## src/rtl/states_pkg.sv

```systemverilog
// states_pkg: shared FSM state types and helpers for the UART blocks.
//   state_e      - receiver bit-level states
//   tout_state_e - RX FIFO character-timeout states
//   tout_ticks() - s_ticks in TOUT_CHARS character times (start+data+stop bits)
package states_pkg;

    typedef enum logic [1:0] {IDLE, START, DATA, STOP} state_e;

    typedef enum logic [1:0] {T_IDLE, T_COUNT, T_FLAG} tout_state_e;

    function automatic int tout_ticks(input int chars, input int dbit, input int bit_width);
        return chars * (dbit + 2) * bit_width;
    endfunction

endpackage

```

## src/rtl/uart_rx_fifo_mem.sv

```systemverilog
// uart_rx_fifo_mem: simple dual-port register array with a registered read port.
//   clk, rst_n              - clock, async active-low reset (clears rd_data only)
//   wr_en, wr_addr, wr_data - write port
//   rd_en, rd_addr, rd_data - read port; rd_data updates on the edge rd_en is seen
module uart_rx_fifo_mem #(
    parameter int DBIT   = 8,
    parameter int ADDR_W = 4
) (
    input  logic              clk,
    input  logic              rst_n,
    input  logic              wr_en,
    input  logic [ADDR_W-1:0] wr_addr,
    input  logic [DBIT-1:0]   wr_data,
    input  logic              rd_en,
    input  logic [ADDR_W-1:0] rd_addr,
    output logic [DBIT-1:0]   rd_data
);

    logic [DBIT-1:0] mem [2**ADDR_W];

    always_ff @(posedge clk) begin
        if (wr_en) mem[wr_addr] <= wr_data;
    end

    // A same-address write and read in one cycle returns the old word (push-through when full).
    always_ff @(posedge clk or negedge rst_n) begin
        if (!rst_n) rd_data <= '0;
        else if (rd_en) rd_data <= mem[rd_addr];
    end

endmodule

```

## src/rtl/uart_rx_fifo.sv

```systemverilog
// uart_rx_fifo: 16550-style receive FIFO behind the UART receiver.
//   clk, rst_n         - clock, async active-low reset
//   s_tick             - baud oversample tick (timeout timing only)
//   rx_done, rx_dout   - byte strobe and data from the receiver
//   rd_en              - host pop; rd_data valid one cycle later
//   ovr_clr            - clears sticky overrun
//   rd_data, count, empty, full, almost_full, overrun, timeout - status/read port
// Optional: define UART_RX_FIFO_TIMEOUT_EN to build the character-timeout FSM;
// otherwise timeout is tied low and s_tick is unused.
module uart_rx_fifo
    import states_pkg::*;
#(
    parameter int DBIT       = 8,
    parameter int ADDR_W     = 4,
    parameter int AFULL_LVL  = 12,
    parameter int BIT_WIDTH  = 16,
    parameter int TOUT_CHARS = 4
) (
    input  logic              clk,
    input  logic              rst_n,
    input  logic              s_tick,
    input  logic              rx_done,
    input  logic [DBIT-1:0]   rx_dout,
    input  logic              rd_en,
    input  logic              ovr_clr,
    output logic [DBIT-1:0]   rd_data,
    output logic              empty,
    output logic              full,
    output logic              almost_full,
    output logic [ADDR_W:0]   count,
    output logic              overrun,
    output logic              timeout
);

    localparam int DEPTH = 2**ADDR_W;

    logic [ADDR_W-1:0] wr_ptr, rd_ptr;
    logic              pop, wr, drop;

    assign empty       = count == '0;
    assign full        = count == (ADDR_W+1)'(DEPTH);
    assign almost_full = count >= (ADDR_W+1)'(AFULL_LVL);

    // A pop frees a slot in the same cycle, so a full FIFO still accepts a write.
    assign pop  = rd_en && !empty;
    assign wr   = rx_done && (!full || pop);
    assign drop = rx_done && full && !pop;

    uart_rx_fifo_mem #(.DBIT(DBIT), .ADDR_W(ADDR_W)) u_mem (
        .clk     (clk),
        .rst_n   (rst_n),
        .wr_en   (wr),
        .wr_addr (wr_ptr),
        .wr_data (rx_dout),
        .rd_en   (pop),
        .rd_addr (rd_ptr),
        .rd_data (rd_data)
    );

    always_ff @(posedge clk or negedge rst_n) begin
        if (!rst_n) begin
            wr_ptr  <= '0;
            rd_ptr  <= '0;
            count   <= '0;
            overrun <= 1'b0;
        end else begin
            if (wr) wr_ptr <= wr_ptr + ADDR_W'(1);
            if (pop) rd_ptr <= rd_ptr + ADDR_W'(1);
            if (wr && !pop) count <= count + (ADDR_W+1)'(1);
            else if (pop && !wr) count <= count - (ADDR_W+1)'(1);
            overrun <= drop || (overrun && !ovr_clr);
        end
    end

`ifdef UART_RX_FIFO_TIMEOUT_EN
    localparam int TOUT_TICKS = tout_ticks(TOUT_CHARS, DBIT, BIT_WIDTH);
    localparam int TW         = $clog2(TOUT_TICKS);

    tout_state_e    state, state_nx;
    logic [TW-1:0]  tcnt, tcnt_nx;
    logic           act;

    assign act     = wr || pop;
    assign timeout = state == T_FLAG;

    always_ff @(posedge clk or negedge rst_n) begin
        if (!rst_n) begin
            state <= T_IDLE;
            tcnt  <= '0;
        end else begin
            state <= state_nx;
            tcnt  <= tcnt_nx;
        end
    end

    always_comb begin
        state_nx = state;
        tcnt_nx  = tcnt;
        case (state)
            T_IDLE: begin
                if (!empty) begin
                    state_nx = T_COUNT;
                    tcnt_nx  = '0;
                end
            end
            T_COUNT: begin
                if (empty) state_nx = T_IDLE;
                else if (act) tcnt_nx = '0;
                else if (s_tick) begin
                    if (tcnt == TW'(TOUT_TICKS - 1)) state_nx = T_FLAG;
                    else tcnt_nx = tcnt + TW'(1);
                end
            end
            T_FLAG: begin
                if (empty) state_nx = T_IDLE;
                else if (act) begin
                    state_nx = T_COUNT;
                    tcnt_nx  = '0;
                end
            end
            default: state_nx = T_IDLE;
        endcase
    end
`else
    logic unused_s_tick;
    assign unused_s_tick = s_tick;
    assign timeout       = 1'b0;
`endif

endmodule
```

## config.mk

```make
export PLATFORM = sky130hd
export DESIGN_NAME = uart_rx_fifo
export DESIGN_NICKNAME = d
export VERILOG_FILES = /design/src/rtl/states_pkg.sv /design/src/rtl/uart_rx_fifo_mem.sv /design/src/rtl/uart_rx_fifo.sv
export SDC_FILE = /design/constraint.sdc
export NUM_CORES = 1
export LEC_CHECK = 0
export BUFFER_PORTS_ARGS = -buffer_cell sky130_fd_sc_hd__buf_2
export CAP_MARGIN = 25
export CELL_PAD_IN_SITES_DETAIL_PLACEMENT = 0
export CELL_PAD_IN_SITES_GLOBAL_PLACEMENT = 1
export CORE_ASPECT_RATIO = 0.6
export CORE_MARGIN = 2
export CORE_UTILIZATION = 52
export CTS_CLUSTER_SIZE = 28
export DETAILED_ROUTE_END_ITERATION = 10
export PLACE_DENSITY_LB_ADDON = 0.1
export SYNTH_ARGS = -nofsm -noshare
export SYNTH_HDL_FRONTEND = slang
export SYNTH_SLANG_ARGS = --single-unit
export TNS_END_PERCENT = 50
```

## constraint.sdc

```tcl
create_clock -name clk -period 7.6 [get_ports clk]
set_input_delay 1.52 -clock clk [delete_from_list [all_inputs] [get_ports clk]]
set_output_delay 1.52 -clock clk [all_outputs]
set_load 0.01 [all_outputs]
```

==> summary.md, run 1 <==
| Metric | Value |
|---|---|
| Status | `finished clean` |
| Slew HR | `41.2%` |
| Post_cts resized | `0` |
| Compound-cell area share of the yosys netlist | `2.52%` |
| Clk_lat worst skew | `0.41 ns` |
| Placed Cells | `496` |
| Core area | `11,300 um^2` |
| Multi-input logic area | `1510 um^2` |
| FF-to-FF path depth | `11` |
| Area Growth Syn to Fin | `14.5%` |
| Die Y-Extent | `87.3 um` |
| Iteration count of the initial detailed-routing pass | `4` |
| PD cells | `387 nW/um^2` |
| Number of buffers created by CTS | `17` |
| Hold_ws | `0.471 ns` |
| Number of fillers in the final layout | `835` |
| Ys Warns | `0` |
| CP max FO | `7` |
| Syn_area_per_cell | `18.8 um^2` |
| Drc violations | `0` |
| Ratio of cells with drive above 1 in the final layout | `26.4%` |
| Synth top area share | `63.9%` |
| Cell type with the largest total area after synthesis | `edfxtp_1` |
| Wirelength per Cell | `21.5 um` |
| Top-level I/O count | `32` |
| Final Cycle Share | `45.2%` |
| Die ar. | `12,500 um^2` |
| Clk sink count | `150` |
| Mux contribution to synthesized area | `14.2%` |
| Largest family of logic cells by synthesized area | `multiplexers` |
| Cell Rows | `30` |
| Hold Fails Final Rpt | `0` |
| CTS HTree Levels | `4` |
| Synth area leaders | `edfxtp_1 64%, mux4_2 12%, dfrtp_1 9.1%` |
| Gr ovfl total | `0` |
| Root Driver | `clkbuf_16` |
| Crit-path max cell delay | `0.34 ns` |
| Worst Setup End Kind | `flop` |
| Antenna cells | `0` |
| CP top delay family | `compound AO/OA/AOI/OAI gates` |
| Required @ worst endpoint | `7.94 ns` |
| Seq/Total Area, Yosys | `73.0%` |
| CTS clk-pin slew, worst paths | `0.06 ns` |
| FMAX | `0.291 GHz` |
| Number of flops mapped to enable cells by yosys | `128` |
| Synth Register Bits | `150` |
| CP most frequent cell | `ha_1` |
| First-pass GRT wire length | `17.3 mm` |
| Synth cell count leaders | `128 x edfxtp_1, 33 x mux4_2, 22 x dfrtp_1, 21 x nand2_1, 11 x o21ai_0` |
| CP arrival | `3.78 ns` |
| Initial drt markers | `266` |
| Startpoint Class | `primary input` |
| Post-Synth Adder-Cell Area | `2.41%` |
| Max clock buf depth | `2` |
| Worst IR Drop VDD | `0.250 mV` |
| Hold crit path type | `reg -> reg` |
| Port-buffer cells | `29` |
| Syn Nets | `345` |
| CP Cell Sequence | `buf_2 -> o21ai_1 -> clkinv_1 -> ha_1 -> inv_1 -> ha_1 -> a21o_1 -> a21oi_1 -> mux2i_1 -> xnor2_1` |
| CP Buf/Inv Count | `3` |
| P_leak | `2.46 nW` |
| Mapped cell area | `6020 um^2` |
| Number of distinct library cells after synthesis | `32` |
| Nets | `380` |
| MaxCap Viol Count | `0` |
| CTS tree | `yes` |
| Unrepaired setup endpoints after global routing | `false` |
| Initial antenna violation count | `0` |
| Syn Inst Count | `320` |
| CP max-delay cell | `ha_1` |
| Total wire length | `11.3 mm` |
| Slew @ Worst Pin | `0.883 ns` |
| Post-synthesis simple-gate area fraction | `4.36%` |
| Antenna-violating nets left | `0` |
| Die W | `143 um` |
| Dpl hpwl | `7.14 mm` |
| Vias per cell | `5.53` |
| XOR/XNOR Fraction of Synth Area | `1.45%` |
| Most common cell in the netlist | `edfxtp_1` |
| Vias in the first global route | `2,891` |
| DP Worst Slack | `3.70 ns` |
| Post-route insts no fill | `528` |
| Critical path depth in cells | `10` |
| WS Path Type | `in -> reg` |
| GPL Wtd Cong | `0.779` |
| Setup TNS | `0 ns` |
| Tot GR Track Use | `19.9%` |
| Pins over their slew limit | `0` |
| Clock skew | `0.00891 ns` |
| Hold buffers post-CTS | `0` |
| Final min period | `3.44 ns` |
| Prevailing post-synth register cell | `edfxtp_1` |
| Post-CTS Repair Setup Buffers | `0` |
| Initial Util | `53.3%` |
| Routed vias | `2,918` |
| Final worst slack | `4.16 ns` |
| Post-synthesis async set-or-reset flop share | `14.7%` |
| FF+latch area | `4390 um^2` |
| Pin count of the biggest net entering global routing | `35` |
| Hold path depth | `2` |
| Count of final setup violators | `0` |
[logic make-up (layout without fill, tap and decap cells)]
| logic type | count (synthesis) | count (layout) |
|---|---|---|
| buffers and inverters | 26 | 74 |
| muxes | 44 | 44 |
| and+or+nand+nor | 54 | 54 |
| DFF | 150 | 150 |
| xor gates and xnor gates | 10 | 10 |
| other | 1 | 1 |
| adders and majority gates | 11 | 11 |
| AOI/OAI and AO/OA | 24 | 24 |
[path summary, 6_finish.rpt]
path / start / endpoint / slack (ns)
max: rd_en / count[4]$_DFFE_PN0P_ / 4.16
min: u_mem.rd_data[6]$_DFFE_PN0N_ / u_mem.rd_data[6]$_DFFE_PN0N_ / 0.47
max reg2reg: count[0]$_DFFE_PN0P_ / count[4]$_DFFE_PN0P_ / 4.47
min reg2reg: u_mem.rd_data[6]$_DFFE_PN0N_ / u_mem.rd_data[6]$_DFFE_PN0N_ / 0.47
max in group asynchronous: rst_n / u_mem.rd_data[4]$_DFFE_PN0N_ / 6.12
min in group asynchronous: rst_n / count[3]$_DFFE_PN0P_ / 1.10
[report_power, final]
| part | total (mW) | internal [mW] | leakage [nW] | switching, mW |
|---|---|---|---|---|
| Sequential | 1.12 | 1.02 | 1.42 | 0.100 |
| Combinational | 0.707 | 0.342 | 0.755 | 0.365 |
| Clock | 0.835 | 0.513 | 0.285 | 0.322 |
| Total | 2.67 | 1.88 | 2.46 | 0.788 |
[routing by layer]
metal	share of wire (%)	global-route usage, %
met1	48	29.6
met2	45	29.1
met3	6.1	5.17
met4	0.71	6.75
met5	0	0
[through the flow]
step | area (um^2) | power [mW] | utilization, %
6_report | 6890 | 2.67 | 61.0
5_1_grt | 6890 | 2.81 | 61.0
4_1_cts | 6890 | 2.70 | 61.0
3_5_place_dp | 6310 | 1.87 | 55.8
3_3_place_gp | 6310 | 1.84 | 55.8
2_1_floorplan | 6020 | 1.65 | -
[layout make-up]
cell class | count | share of cell area, %
clock buffer | 18 | 6.23
sequential | 150 | 63.7
multi-input combinational | 144 | 21.9
timing repair buffer | 32 | 2.43
clock inverter | 14 | 2.30
tap | 160 | 2.90
inverter | 10 | 0.544
[state kept, by name (all words and copies together), names as in the netlist]
| signal | cells |
|---|---|
| u_mem.mem | 128 |
| rd_ptr | 4 |
| overrun | 1 |
| wr_ptr | 4 |
| u_mem.rd_data | 8 |
| count | 5 |
[layout by cell type, fill, tap and decap left out, drive strengths merged, types with 3 or more instances in the layout]
master  synthesis  layout
mux4           33      33
inv             9      10
ha             10      10
nand2          21      21
o221ai          7       7
nor2            8       8
and2            8       8
xnor2           7       7
o21ai          13      13
bufinv          0       3
xor2            3       3
dfrtp          22      22
edfxtp        128     128
clkbuf          4      18
and3            9       9
mux2i           9       9
clkinv          1       9
buf            12      32
[worst reg2reg max path, cell delays in order, from the launching register on]
cell and delay [ns]:
dfrtp_1 0.45, nor4_1 0.31, nand2_1 0.14, o21ai_1 0.32
clkinv_1 0.31, ha_1 0.34, inv_1 0.16, ha_1 0.26
a21o_1 0.18, a21oi_1 0.17, mux2i_1 0.27, xnor2_1 0.14
(Power assumes the default switching activity.)
==> run 2, diff against run 1 <==
clock period = 3.55 ns   (was 7.6 ns; I/O delays follow)
==> summary.md, run 2 (synthesis results as in run 1) <==
| Metric | Value |
|---|---|
| Status | `finished clean` |
| Hold crit path type | `in -> async` |
| Number of flip-flops in the largest register | `128 (unchanged)` |
| FF+latch area | `4390 um^2 (unchanged)` |
| Cell Rows | `30 (unchanged)` |
| CP arrival | `3.35 ns (-0.43 ns)` |
| Drc violations | `0 (unchanged)` |
| Port-buffer cells | `29 (unchanged)` |
| Util after Layout | `61.3% (+0.28 points)` |
| PD cells | `836 nW/um^2 (+120%)` |
| Tot GR Track Use | `20.1% (+0.17 points)` |
| First-pass GRT wire length | `17.4 mm (+0.96%)` |
| Initial Util | `53.3% (unchanged)` |
| Final min period | `3.01 ns` |
| Multi-input logic area | `1510 um^2 (unchanged)` |
| Top-level I/O count | `32 (unchanged)` |
| Sequential share of power | `41.9% (-0.2 points)` |
| Root Driver | `clkbuf_16` |
| R2r setup slk | `0.54 ns (-3.93 ns)` |
| CTS tree | `yes` |
| Top Metal Used | `met4` |
| Clk_lat worst skew | `0.42 ns (about the same)` |
| Ratio of cells with drive above 1 in the final layout | `26.3% (-0.071 points)` |
| Pin count of the biggest net entering global routing | `35 (unchanged)` |
| Setup TNS | `0 ns (unchanged)` |
| Clock network fraction of total power | `32.0% (+0.7 points)` |
| Antenna cells | `0 (unchanged)` |
| FMAX | `0.332 GHz` |
| Post-CTS Repair Setup Buffers | `0 (unchanged)` |
| Clk sink count | `150 (unchanged)` |
| Worst IR Drop VDD | `0.331 mV (+33%)` |
| Vias per cell | `5.51 (-0.26%)` |
| Area Growth Syn to Fin | `15.0%` |
| DP Worst Slack | `0.515 ns (-3.19 ns)` |
| Routed vias | `2,916 (-0.069%)` |
| Die ar. | `12,500 um^2 (unchanged)` |
| Die Y-Extent | `87.3 um (unchanged)` |
| Regs by FF count | `u_mem.mem: 128 flops, u_mem.rd_data: 8 flops, count: 5 flops` |
| Core area | `11,300 um^2 (unchanged)` |
| Number of fillers in the final layout | `814 (-2.5%)` |
| Initial drt markers | `257 (-3.4%)` |
| Hold buffers post-CTS | `0 (unchanged)` |
| Top reg by flops | `u_mem.mem` |
| Max clock buf depth | `2 (unchanged)` |
| Most frequent cells in the layout | `128 x edfxtp_1, 33 x mux4_2, 29 x buf_2, 22 x dfrtp_1, 21 x nand2_1` |
| Wirelength per Cell | `21.4 um (-0.22%)` |
| Initial antenna violation count | `0 (unchanged)` |
| P_leak | `2.47 nW (+0.52%)` |
| Most common cell after layout, fill and taps aside | `edfxtp_1` |
| Iteration count of the initial detailed-routing pass | `5 (+1)` |
| MaxCap Viol Count | `0 (unchanged)` |
| Antenna-violating nets left | `0 (unchanged)` |
| Number of buffers created by CTS | `17 (unchanged)` |
| Post_cts resized | `0 (unchanged)` |
| Nets | `381 (+0.26%)` |
| Hold Fails Final Rpt | `0 (unchanged)` |
| Vias in the first global route | `2,907 (+0.55%)` |
| WS Path Type | `reg -> reg` |
| CP max FO | `7 (unchanged)` |
| Worst Setup End Kind | `flop` |
| Total internal power | `4.10 mW (+120%)` |
| Clock skew | `0.0132 ns (+0.00434 ns)` |
| Die W | `143 um (unchanged)` |
| Total wire length | `11.3 mm (about the same)` |
| Slew @ Worst Pin | `0.890 ns (+0.00751 ns)` |
| Dpl hpwl | `7.33 mm (+2.7%)` |
| M1 wire length | `5.32 mm (-2.0%)` |
| Sw Ratio | `29.2% (-0.37 points)` |
| Comb power frac | `26.1% (-0.4 points)` |
| Gr ovfl total | `0 (unchanged)` |
| GPL Wtd Cong | `0.785 (+0.69%)` |
| Count of final setup violators | `0 (unchanged)` |
| Slew HR | `40.7% (-0.50 points)` |
| Final Cycle Share | `84.8%` |
| CTS HTree Levels | `4 (unchanged)` |
| Startpoint Class | `flop` |
| Required @ worst endpoint | `3.89 ns (-4.05 ns)` |
| WL met3 | `808 um (+17%)` |
| CTS clk-pin slew, worst paths | `0.06 ns (about the same)` |
| Pins over their slew limit | `0 (unchanged)` |
| NetSw | `1.69 mW (+110%)` |
| Final worst slack | `0.541 ns (-3.62 ns)` |
| Unrepaired setup endpoints after global routing | `false` |
| Met2 wire len | `5.14 mm (about the same)` |
## run 2: power groups by stage
stage | logic, mW | clock network (mW) | registers, mW
detailed placement | 1.54 | 0 | 2.47
CTS | 1.54 | 1.88 | 2.43
finish | 1.51 | 1.85 | 2.43
floorplan | 1.16 | 0 | 2.37
global route | 1.67 | 1.95 | 2.47
global placement | 1.51 | 0 | 2.45
## run 2: metrics by stage
step	std cells	instance area [um^2]	power (mW)	hold slack, ns
2_1_floorplan	320	6020	3.53	0.414
3_3_place_gp	497	6310	3.96	0.458
3_5_place_dp	497	6310	4.01	0.469
4_1_cts	529	6930	5.85	0.292
5_1_grt	529	6930	6.09	0.307
6_report	529	6930	5.79	0.279
## run 2: path summary, 6_finish.rpt
kind,startpoint,endpoint,cells past startpoint
hold reg to reg,u_mem.rd_data[4]$_DFFE_PN0N_,u_mem.rd_data[4]$_DFFE_PN0N_,2
hold / removal,rst_n,count[3]$_DFFE_PN0P_,1
setup / recovery,count[0]$_DFFE_PN0P_,count[4]$_DFFE_PN0P_,11
setup reg to reg,count[0]$_DFFE_PN0P_,count[4]$_DFFE_PN0P_,11
max in group asynchronous,rst_n,u_mem.rd_data[7]$_DFFE_PN0N_,1
min in group clk,ovr_clr,overrun$_DFF_PN0_,2
## run 2: cell type report
class,instances,area share (%)
Tap cell,160,2.89
Timing Repair Buffer,33,2.53
Sequential cell,150,63.5
Multi-Input combinational cell,144,21.8
Clock buffer,18,6.20
Inverter,10,0.542
Clock inverter,14,2.64
## run 2: routing by layer
metal,track usage (%),vias up
li1,-,1329
met1,30.0,1496
met2,29.1,85
met3,5.99,6
met4,5.76,0
met5,0,-
## run 2: worst max-delay path, stage by stage (launching register included)
cell and delay (ns):
dfrtp_1 0.44, nor4_1 0.28, nand2_1 0.14, o21ai_1 0.29, clkinv_1 0.28, ha_1 0.32
inv_1 0.17, ha_1 0.27, a21o_1 0.19, a21oi_1 0.17, mux2i_1 0.24, xnor2_1 0.13
